$ cat src/rtl/cpu_pkg.sv
// ============================================================================
// Module  : cpu_pkg
// Brief   : Shared types for the 5-stage core hazard controller: register
//           address width, forwarding select encoding, hazard FSM state
//           encoding and the per-stage destination tag.
// Rev     : 1.0  initial release
// ============================================================================
`default_nettype none

package cpu_pkg;

  localparam int REG_AW = 5;

  typedef enum logic [1:0] {
    FW_RF    = 2'b00,
    FW_EXMEM = 2'b01,
    FW_MEMWB = 2'b10
  } forw_sel_e;

  typedef enum logic [1:0] {
    RUN   = 2'b00,
    STALL = 2'b01,
    FLUSH = 2'b10
  } haz_state_e;

  typedef struct packed {
    logic              valid;
    logic [REG_AW-1:0] rd;
    logic              regwrite;
    logic              memread;
  } pipe_tag_t;

  // A source depends on a tag only if it is actually read, is not x0, and the
  // tag holds a live register-writing instruction targeting it.
  function automatic logic tag_hit(input pipe_tag_t tag,
                                   input logic [REG_AW-1:0] src,
                                   input logic use_src);
    return tag.valid && tag.regwrite && (tag.rd == src) &&
           (src != '0) && use_src;
  endfunction

endpackage

`default_nettype wire

$ cat src/rtl/haz_tag_cmp_s.sv
// ============================================================================
// Module  : haz_tag_cmp_s
// Brief   : Compares one ID source register against the ID/EX and EX/MEM
//           tags and priority-encodes the forwarding select (newest wins).
// Rev     : 1.0  initial release
// ============================================================================
`default_nettype none

module haz_tag_cmp_s
  import cpu_pkg::*;
(
  input  logic [REG_AW-1:0] i_src,
  input  logic              i_use,
  input  pipe_tag_t         i_idex,
  input  pipe_tag_t         i_exmem,
  output logic              o_hit_idex,
  output logic              o_hit_exmem,
  output logic              o_load_idex,
  output forw_sel_e         o_sel
);

  // A load still in EX cannot be forwarded from EX/MEM next cycle, so the
  // memread flag only matters on the ID/EX tag.
  logic w_exmem_memread_unused;
  assign w_exmem_memread_unused = i_exmem.memread;

  assign o_hit_idex  = tag_hit(i_idex, i_src, i_use);
  assign o_hit_exmem = tag_hit(i_exmem, i_src, i_use);
  assign o_load_idex = o_hit_idex && i_idex.memread;

  // Producer in ID/EX lands in EX/MEM next cycle; EX/MEM lands in MEM/WB.
  always_comb begin
    o_sel = FW_RF;
    if (o_hit_idex)
      o_sel = FW_EXMEM;
    else if (o_hit_exmem)
      o_sel = FW_MEMWB;
  end

endmodule

`default_nettype wire

$ cat src/rtl/hazard_ctrl_s.sv
// ============================================================================
// Module  : hazard_ctrl_s
// Brief   : Pipeline hazard controller. Tracks ID/EX, EX/MEM, MEM/WB
//           destination tags; issues stall, flush and registered operand
//           forwarding selects aligned with the instruction in EX.
//           Optional macro HAZ_PERF_CNT_EN adds stall/flush event counters.
// Rev     : 1.0  initial release
// ============================================================================
`default_nettype none

module hazard_ctrl_s
  import cpu_pkg::*;
(
  input  logic              clk,
  input  logic              rst_n,
  input  logic              forw_en,
  input  logic              id_valid,
  input  logic [REG_AW-1:0] id_rs1,
  input  logic [REG_AW-1:0] id_rs2,
  input  logic              id_use_rs1,
  input  logic              id_use_rs2,
  input  logic [REG_AW-1:0] id_rd,
  input  logic              id_regwrite,
  input  logic              id_memread,
  input  logic              ex_branch_taken,
  output logic              stall,
  output logic              flush_ifid,
  output logic              flush_idex,
  output logic [1:0]        forwA,
  output logic [1:0]        forwB,
  output logic              isForw_ON
`ifdef HAZ_PERF_CNT_EN
  ,
  output logic [31:0]       stall_cnt,
  output logic [31:0]       flush_cnt
`endif
);

  localparam logic [1:0] ST_RUN   = 2'(RUN);
  localparam logic [1:0] ST_STALL = 2'(STALL);
  localparam logic [1:0] ST_FLUSH = 2'(FLUSH);

  pipe_tag_t  r_idex, r_exmem, r_memwb;
  logic [1:0] r_state;
  logic [1:0] r_stall_cyc;
  forw_sel_e  r_forwA, r_forwB;
  logic       r_isforw;

  logic       w_hitA_idex, w_hitA_exmem, w_loadA;
  logic       w_hitB_idex, w_hitB_exmem, w_loadB;
  forw_sel_e  w_selA, w_selB;
  logic       w_hazard;
  pipe_tag_t  w_id_tag;

  // MEM/WB never hazards ID because the regfile is write-first; it is kept
  // only so the tag pipeline mirrors the datapath.
  logic w_memwb_unused;
  assign w_memwb_unused = ^r_memwb;

  assign w_id_tag = '{valid: id_valid, rd: id_rd,
                      regwrite: id_regwrite, memread: id_memread};

  haz_tag_cmp_s u_cmp_a (
    .i_src       (id_rs1),
    .i_use       (id_valid & id_use_rs1),
    .i_idex      (r_idex),
    .i_exmem     (r_exmem),
    .o_hit_idex  (w_hitA_idex),
    .o_hit_exmem (w_hitA_exmem),
    .o_load_idex (w_loadA),
    .o_sel       (w_selA)
  );

  haz_tag_cmp_s u_cmp_b (
    .i_src       (id_rs2),
    .i_use       (id_valid & id_use_rs2),
    .i_idex      (r_idex),
    .i_exmem     (r_exmem),
    .o_hit_idex  (w_hitB_idex),
    .o_hit_exmem (w_hitB_exmem),
    .o_load_idex (w_loadB),
    .o_sel       (w_selB)
  );

  // With forwarding only a load-use needs a bubble; without it any in-flight
  // producer blocks ID until it reaches MEM/WB.
  assign w_hazard = forw_en ? (w_loadA | w_loadB)
                            : (w_hitA_idex | w_hitA_exmem |
                               w_hitB_idex | w_hitB_exmem);

  assign flush_ifid = ex_branch_taken;
  assign flush_idex = ex_branch_taken;
  assign stall      = w_hazard & ~ex_branch_taken;

  assign forwA     = r_forwA;
  assign forwB     = r_forwB;
  assign isForw_ON = r_isforw;

  // Tag pipeline: bubble into ID/EX whenever ID is held or squashed.
  always_ff @(posedge clk) begin
    if (!rst_n) begin
      r_idex  <= '0;
      r_exmem <= '0;
      r_memwb <= '0;
    end else begin
      r_memwb <= r_exmem;
      r_exmem <= r_idex;
      r_idex  <= (stall || flush_idex) ? '0 : w_id_tag;
    end
  end

  // Forward selects for the instruction entering EX; a bubble never forwards.
  always_ff @(posedge clk) begin
    if (!rst_n) begin
      r_forwA  <= FW_RF;
      r_forwB  <= FW_RF;
      r_isforw <= 1'b0;
    end else begin
      r_forwA  <= (forw_en && !stall && !ex_branch_taken) ? w_selA : FW_RF;
      r_forwB  <= (forw_en && !stall && !ex_branch_taken) ? w_selB : FW_RF;
      r_isforw <= forw_en;
    end
  end

  // Hazard FSM: flush overrides and cancels any stall in progress.
  always_ff @(posedge clk) begin
    if (!rst_n) begin
      r_state     <= ST_RUN;
      r_stall_cyc <= 2'd0;
    end else if (ex_branch_taken) begin
      r_state     <= ST_FLUSH;
      r_stall_cyc <= 2'd0;
    end else if (w_hazard && r_state != ST_FLUSH) begin
      r_state     <= ST_STALL;
      r_stall_cyc <= (r_state == ST_STALL && r_stall_cyc != 2'd2) ?
                     r_stall_cyc + 2'd1 : 2'd1;
    end else begin
      r_state     <= ST_RUN;
      r_stall_cyc <= 2'd0;
    end
  end

`ifdef HAZ_PERF_CNT_EN
  // Event counters; free-running with natural 32-bit wrap.
  always_ff @(posedge clk) begin
    if (!rst_n) begin
      stall_cnt <= '0;
      flush_cnt <= '0;
    end else begin
      if (stall)      stall_cnt <= stall_cnt + 32'd1;
      if (flush_ifid) flush_cnt <= flush_cnt + 32'd1;
    end
  end
`endif

endmodule

`default_nettype wire

$ cat config.mk
export PLATFORM = sky130hd
export DESIGN_NAME = hazard_ctrl_s
export DESIGN_NICKNAME = d
export VERILOG_FILES = /design/src/rtl/cpu_pkg.sv /design/src/rtl/haz_tag_cmp_s.sv /design/src/rtl/hazard_ctrl_s.sv
export SDC_FILE = /design/constraint.sdc
export NUM_CORES = 1
export LEC_CHECK = 0
export CAP_MARGIN = 20
export CORE_MARGIN = 5
export CORE_UTILIZATION = 47
export CTS_BUF_LIST = sky130_fd_sc_hd__clkbuf_8
export DETAILED_ROUTE_END_ITERATION = 10
export GPL_ROUTABILITY_DRIVEN = 0
export PLACE_DENSITY_LB_ADDON = 0.25
export SYNTH_ARGS = -nofsm -noshare
export SYNTH_HDL_FRONTEND = slang
export SYNTH_SLANG_ARGS = --single-unit
$ cat constraint.sdc
create_clock -name clk -period 2.7 [get_ports clk]
set_input_delay 0.54 -clock clk [delete_from_list [all_inputs] [get_ports clk]]
set_output_delay 0.54 -clock clk [all_outputs]
set_load 0.05 [all_outputs]
# Yosys cells after proc, flatten, opt, wreduce, memory -nomap -nowiden
# Cells that the tools add are included.
[op_classes]
n_reduce_logical = 27
n_bitwise = 10
n_mux = 5
n_eq_ne = 4
[op_table]
columns = ["op", "n"]
rows = [
  ["$eq A5 B5 Y1", 4],
  ["$logic_and A1 B1 Y1", 18],
  ["$reduce_bool A5 Y1", 2],
  ["$reduce_or A3 Y1", 2],
  ["$mux W2", 2],
  ["$or A1 B1 Y1", 4],
  ["$and A1 B1 Y1", 3],
  ["$mux W1", 3],
  ["$not A1 Y1", 3],
  ["$logic_not A1 Y1", 2],
  ["$reduce_and A2 Y1", 1],
  ["$reduce_or A2 Y1", 1],
  ["$logic_or A1 B1 Y1", 1],
]
[word_totals]
wordCells = 58
register_bits = 20
in_bits = 24

# Longest topological paths before layout
# Gate-level depths: netlist of run 1.
[depth]
depth_word = 14
depth_mapped = 6
mapped_depth_nobuf = 5

# Cells and area by module
# A second synthesis of run 1 with hierarchy kept.
[hier_totals]
hier_cells = 97
hier_area_um2 = 985.9
[modules_own_cells]
columns = ["mod", "instances", "area_each_um2", "seq_area_each_um2", "cells_per_inst"]
rows = [
  ["hazard_ctrl_s", 1, 655.6, 420.4, 55],
  ["haz_tag_cmp_s", 2, 165.2, 0.0, 21],
]

# Least setup slack after synthesis of run 1
# Ideal clock, no wire load.
[synth_timing]
kind = "input port to output port"
from = "in id_rs1[2]"
to = "out stall"
n_path_buf = 1
required_time_ns = 2.160
path_slack_ns = -0.164
arrival_time_ns = 2.324
cell_stages = 6
path_cell_list = "xnor2_1 -> nand4_1 -> nor4_1 -> o21ai_1 -> buf_2 -> o22ai_1"
[synth_between]
elab_chain_len = 9
word_cells_on_any_way = 16
[synth_rtl]
columns = ["item", "line", "rtl"]
rows = [
  ["from (decl)", "hazard_ctrl_s.sv:18", "input logic [REG_AW-1:0] id_rs1,"],
  ["$eq A5 B5 Y1", "cpu_pkg.sv:38", "return tag.valid && tag.regwrite && (tag.rd == src) &&"],
  ["$logic_and A1 B1 Y1 (2 in a row)", "cpu_pkg.sv:38", ""],
  ["$logic_and A1 B1 Y1", "cpu_pkg.sv:39", "(src != '0) && use_src;"],
  ["$or A1 B1 Y1 (2 in a row)", "hazard_ctrl_s.sv:88", ": (w_hitA_idex | w_hitA_exmem |"],
  ["$or A1 B1 Y1", "hazard_ctrl_s.sv:89", "w_hitB_idex | w_hitB_exmem);"],
  ["$mux W1 (*)", "hazard_ctrl_s.sv:87", "assign w_hazard = forw_en ? (w_loadA | w_loadB)"],
  ["$and A1 B1 Y1 (*)", "hazard_ctrl_s.sv:93", "assign stall = w_hazard & ~ex_branch_taken;"],
  ["to (decl)", "hazard_ctrl_s.sv:26", "output logic stall,"],
]
# Mark *: on every way between the ends. The rest lies on a longest branch, timed or not.

# Final worst setup path of run 1
# Same ends and word-level chain as after synthesis.

==> impl_metrics.toml, run 1 <==
[floorplanning]
die_x_um = 55.7
rows = 16
die_h_um = 55.7
initial_core_util_pct = 49.6
core_area_um2 = 1980
io_pins = 32
die-area_um2 = 3100

[grt]
grt_pass1_vias = 931
grt-busiest-layer = "met2"
grt.met3_usage_pct = 4.18
gr-total-overflow = 0
grt_max_degree = 18
use_met2_pct = 31.6
use_met1_pct = 19.9
grt_antenna_before_repair = 0
grt_pass1_wl_um = 4310
grt_use_total_pct = 18.0

[cts]
hold_buffers = 0
clock_sinks = 20
clk_path_buf_depth = 2
cts_root_buffer = "clkbuf_8"
numCtsBuffers = 3
clock_latency_ns = 0.26
htreeDepth = 1
cts.clk_slew.worst_paths_ns = 0.07
cts_tree = "yes"

[placed_design]
pre_cts_slack_ns = -0.332
io_buffers = 31
dp.cells = 164
dp_hpwl_um = 1940
dpl-instance-area_um2 = 1420

[pwr]
clock_power_share_pct = 29.0
p_int_w = 0.000485
swShare_pct = 25.2
comb_power_share_pct = 21.9
seqPwrFrac_pct = 49.2
powerDensity_nw_per_um2 = 412
vdd.ir_drop.worst_v = 0.000374
power_w = 0.000649
power.switching_w = 0.000163
leakagePower_nw = 0.649

[sta]
hold_violations = 0
slew_violations = 0
rsz0062_at_grt = "true"
fmax_ghz = 0.370
min_period_ns = 2.70
finalSetupViolations = 1
fin_worst_skew_ns = 0.00181
layout_setup_ws_ns = -0.00302
slew_headroom_pct = 66.9
tightestPinTransition_ns = 0.495
fin_crit_sh_pct = 100

[drt]
wl_per_cell_um = 16.0
ant_nets = 0
wl_um = 2760
first_pass_iters = 4
drc = 0
route.vias.total = 920
drtIter0Drc = 32
vias_per_cell = 5.35

[critical_path]
cp-end-kind = "primary output"
worstPathMaxFanout = 3
slowest_stage = "nor4_4"
max_stage_delay_ns = 0.37
cp.arrival_ns = 2.16
r2r_slack_ns = 0.83
start_kind = "input pin"
worstPathCellList = "dlygate4sd2_1 -> xnor2_1 -> nand4_1 -> nor4_4 -> buf_4 -> o21ai_2 -> o22ai_2 -> buf_6"
required_ns = 2.16
critPathKind = "input pin to primary output"

[final_layout]
n_fill_cell = 124
fin_area_um2 = 1580
final_nets = 171
n_antenna_cell = 0
drive_above_1_share_pct = 33.8
register_area_um2 = 400
multi_input_area_um2 = 651
instances_no_fill = 172
area_growth_pct = 60.4

[yosys]
ys_seq_elements = 20
synth_top_flop_cell = "dfxtp_1"
ys.warnings.count = 0
synth_top_family_by_area = "simple AND/OR/NAND/NOR gates"
muxShareOfSynthArea_pct = 0
ys_async_sr_fraction_pct = 0
postSynthCellCount = 95
synth-xor-area-share_pct = 17.8
syn_area_um2 = 982
synth_edf_count = 0
ys_seq_area_share_pct = 40.8
synth_nets = 119
synth_area_per_cell_um2 = 10.3
synth_compound_area_share_pct = 11.8
synth_simple_gate_area_share_pct = 26.8
synthAdderAreaFrac_pct = 0
synth.distinct_cells = 23

[run_status]
outcome = "complete, but fails checks"
violations = "negative setup slack"

[hold_path]
hold_class = "flop to flop"

[run]
drv_cap = 0
## through the flow
stage | hold WS, ns | util [%] | setup TNS (ns)
2_1_floorplan | 0.419 | - | 0
3_5_place_dp | 0.437 | 71.5 | -0.332
3_3_place_gp | 0.446 | 71.5 | -0.299
4_1_cts | 0.470 | 76.6 | 0
6_report | 0.465 | 79.5 | -0.00302
5_1_grt | 0.484 | 79.5 | -0.0821
## critical path, delay by kind of cell
family / cells / cell delay [ns]
buffers and inverters: 3 / 0.64
xor gates and xnor gates: 1 / 0.21
and+or+nand+nor: 2 / 0.56
AOI/OAI and AO/OA: 2 / 0.22
## layout by cell type, fill, tap and decap left out, types with 3 or more instances in the layout
| cell type | instances |
|---|---|
| a32o_1 | 8 |
| and2_1 | 8 |
| and3_1 | 8 |
| buf_2 | 4 |
| buf_4 | 22 |
| buf_6 | 4 |
| clkbuf_8 | 3 |
| clkdlybuf4s50_1 | 16 |
| dfxtp_1 | 20 |
| dlygate4sd2_1 | 3 |
| nand2_1 | 3 |
| nand4_1 | 4 |
| nor4_4 | 5 |
| xnor2_1 | 15 |
| xor2_1 | 4 |
## synth_stat cells, types with 2 or more instances
master / n / area share (%)
a32o_1: 8 / 8.2
nor3_1: 2 / 1.0
dfxtp_1: 20 / 41
nand4_1: 4 / 2.5
and4b_1: 2 / 2.0
xnor2_1: 16 / 14
nor4_1: 3 / 1.9
and3_1: 8 / 5.1
xor2_1: 4 / 3.6
nand2_1: 3 / 1.1
o211ai_2: 2 / 2.5
or4_1: 3 / 2.3
clkbuf_1: 2 / 0.76
buf_4: 2 / 1.5
and2_1: 8 / 5.1
## flip-flops by register name (all words and copies together), names as in the netlist
name       flops
r_idex         8
r_exmem        7
forwA          2
forwB          2
isForw_ON      1
## area by class of cell
cell class	count	area share, %
timing repair buffer	52	28.5
clock buffer	3	2.62
tap	27	2.14
multi-input combinational	70	41.3
sequential	20	25.4
## worst paths after layout
check	from	to	depth (start not counted)
min	r_idex[7]$_SDFF_PP0_	r_exmem[7]$_SDFF_PN0_	1
max reg2reg	r_idex[4]$_SDFF_PP0_	r_idex[6]$_SDFF_PP0_	7
max	id_rs1[2]	stall	8
min reg2reg	r_idex[7]$_SDFF_PP0_	r_exmem[7]$_SDFF_PN0_	1
## repair_timing
| item | 4_1_cts | 5_1_grt |
|---|---|---|
| setup buffers | 0 | 5 |
| resized for setup | 43 | 13 |
| pin swaps | 11 | 14 |
| endpoints found under the setup margin | 1 | 1 |
## kinds of logic after synthesis
family | after synthesis
AO/OA/AOI/OAI | 12
XOR/XNOR | 20
buffers and inverters | 5
flip-flops | 20
AND/OR/NAND/NOR | 38
## power groups by stage
| stage | sequential [W] | combinational (W) | clock, W |
|---|---|---|---|
| after floorplan | 0.000324 | 0.0000550 | 0 |
| after global placement | 0.000324 | 0.000122 | 0 |
| after detailed placement | 0.000325 | 0.000125 | 0 |
| after CTS | 0.000318 | 0.000131 | 0.000194 |
| after global routing | 0.000320 | 0.000152 | 0.000203 |
| final | 0.000319 | 0.000142 | 0.000188 |
## per-layer routing
metal  vias up  share of wire (%)
met2        32                 50
li1        453                  -
met1       430                 42
met5         -                  0
met3         5                5.3
met4         0                1.9
Power figures use the tool's default switching activity.
==> run 2: changes to the inputs <==
==> constraint.sdc (replaced) <==
create_clock -name clk -period 2.7 [get_ports clk]
set_input_delay 0.675 -clock clk [delete_from_list [all_inputs] [get_ports clk]]
set_output_delay 0.675 -clock clk [all_outputs]
set_load 0.05 [all_outputs]
==> run 2 against run 1 <==
The flow still finishes with violations (negative setup slack). Non-clock buffer count down 2. Largest cell class unchanged. Via count down 0.65%. Critical endpoint unchanged. Global-route usage up 0.28 points. Setup slack worse by 0.26 ns. Count of clock-buffer cells in the layout up 1.
==> impl_metrics.toml, run 2 (synthesis gave the netlist of run 1 again) <==
[drt]
first_pass_iters = 4
wl_per_cell_um = 15.5
ant_nets = 0
drtIter0Drc = 27
wl_um = 2640
drc = 0
route.vias.total = 914
vias_per_cell = 5.35

[critical_path]
cp.arrival_ns = 2.29
worstPathMaxFanout = 2
critPathKind = "input pin to primary output"
r2r_cells = 6
cp-end-kind = "primary output"
worstPathCellList = "buf_6 -> or4_4 -> o211ai_4 -> buf_6 -> nor4_4 -> nor4_4 -> o22ai_4 -> buf_6"
max_stage_delay_ns = 0.54
r2r_slack_ns = 0.82
required_ns = 2.03
slowest_stage = "or4_4"
crit_path_frequent_cell = "buf_6"
start_kind = "input pin"
rr_endpoint = "r_idex[6]$_SDFF_PP0_"
timing.rr.start = "r_idex[3]$_SDFF_PP0_"
crit_start = "id_rs2[2]"

[floorplanning]
initial_core_util_pct = 49.6
die_x_um = 55.7
core_area_um2 = 1980
die-area_um2 = 3100
rows = 16
die_h_um = 55.7
io_pins = 32

[sta]
finalSetupViolations = 1
layout_setup_ws_ns = -0.260
hold-worst-slack_ns = 0.471
slew_headroom_pct = 66.1
fin_crit_sh_pct = 110
tightestPinTransition_ns = 0.506
min_period_ns = 2.96
setup_tns_ns = -0.260
rsz0062_at_grt = "true"
hold_violations = 0
fmax_ghz = 0.338
slew_violations = 0
fin_worst_skew_ns = 0.00102

[grt]
grt_antenna_before_repair = 0
gr-total-overflow = 0
grt.met3_usage_pct = 5.57
grt-busiest-layer = "met2"
grt_use_total_pct = 18.3
grt_pass1_vias = 950
use_met2_pct = 29.7
grt_pass1_wl_um = 4450
grt_max_degree = 18
use_met1_pct = 21.8

[pwr]
comb_power_share_pct = 21.1
powerDensity_nw_per_um2 = 426
seqPwrFrac_pct = 46.8
clock_power_share_pct = 32.1
swShare_pct = 24.0
leakagePower_nw = 0.639
power.switching_w = 0.000163
p_int_w = 0.000517
power_w = 0.000681
vdd.ir_drop.worst_v = 0.000388

[cts]
cts.clk_slew.worst_paths_ns = 0.07
clk_path_buf_depth = 2
numCtsBuffers = 3
cts_root_buffer = "clkbuf_8"
clock_latency_ns = 0.25
htreeDepth = 1
clock_sinks = 20
cts_tree = "yes"

[run]
drv_cap = 0

[final_layout]
drive_above_1_share_pct = 31.9
final_common_cell = "dfxtp_1"
layout_common_cells = "20 x dfxtp_1, 18 x buf_4, 17 x clkdlybuf4s50_1, 16 x xnor2_1"
fin_area_um2 = 1600
largest_reg_flops = 8
n_antenna_cell = 0
area_growth_pct = 62.7
top_regs = "r_idex (8), r_exmem (7)"
final_nets = 169
largest-register = "r_idex"

[run_status]
violations = "negative setup slack"
outcome = "complete, but fails checks"

[placed_design]
dpl-instance-area_um2 = 1450
pre_cts_slack_ns = -0.650
io_buffers = 31
dp_hpwl_um = 1970

[hold_path]
hold_class = "flop to flop"
worstHoldStart = "r_idex[7]$_SDFF_PP0_"
whs_path_depth = 1
min_to = "r_exmem[7]$_SDFF_PN0_"
run 2: worst max path at each step:
stage | depth (start not counted) | end | slack [ns]
after floorplan | 5 | stall | -0.18
after global placement | 7 | stall | -0.61
after detailed placement | 7 | stall | -0.65
after CTS | 7 | stall | -0.26
after global routing | 8 | stall | -0.35
final | 8 | stall | -0.26
run 2: layout make-up:
cell class	count	area, um^2
Timing Repair Buffer	50	458
Multi-Input combinational cell	70	651
Sequential cell	20	400
Clock buffer	4	55.1
Tap cell	27	33.8
Fill cell	120	384
run 2: per-stage QoR:
step / util (%) / cells
finish: 80.6 / 171
global route: 80.6 / 171
CTS: 80.1 / 170
detailed placement: 73.2 / 164
global placement: 73.2 / 164
floorplan: - / 95
run 2: what timing repair did:
action,4_1_cts,5_1_grt
hold buffers,0,0
gates resized for setup,50,1
buffers inserted,2,1
pin swaps,11,3
endpoints found under the setup margin,1,1
run 2: metal layers:
metal	vias to the layer above	part of all wire (%)
met5	-	0
met4	0	1.8
met2	28	51
met3	6	5.1
li1	451	-
met1	429	42
run 2: power by group through the flow:
stage	logic (W)	registers (W)	clock network [W]
4_1_cts	0.000141	0.000318	0.000224
2_1_floorplan	0.0000553	0.000324	0
3_5_place_dp	0.000132	0.000324	0
5_1_grt	0.000153	0.000319	0.000238
3_3_place_gp	0.000128	0.000324	0
6_report	0.000144	0.000318	0.000218
run 2: worst max-delay path: cells and delay by family:
family | cells | cell delay (ns)
AND/OR/NAND/NOR | 3 | 0.93
AO/OA/AOI/OAI | 2 | 0.29
buffers and inverters | 3 | 0.37
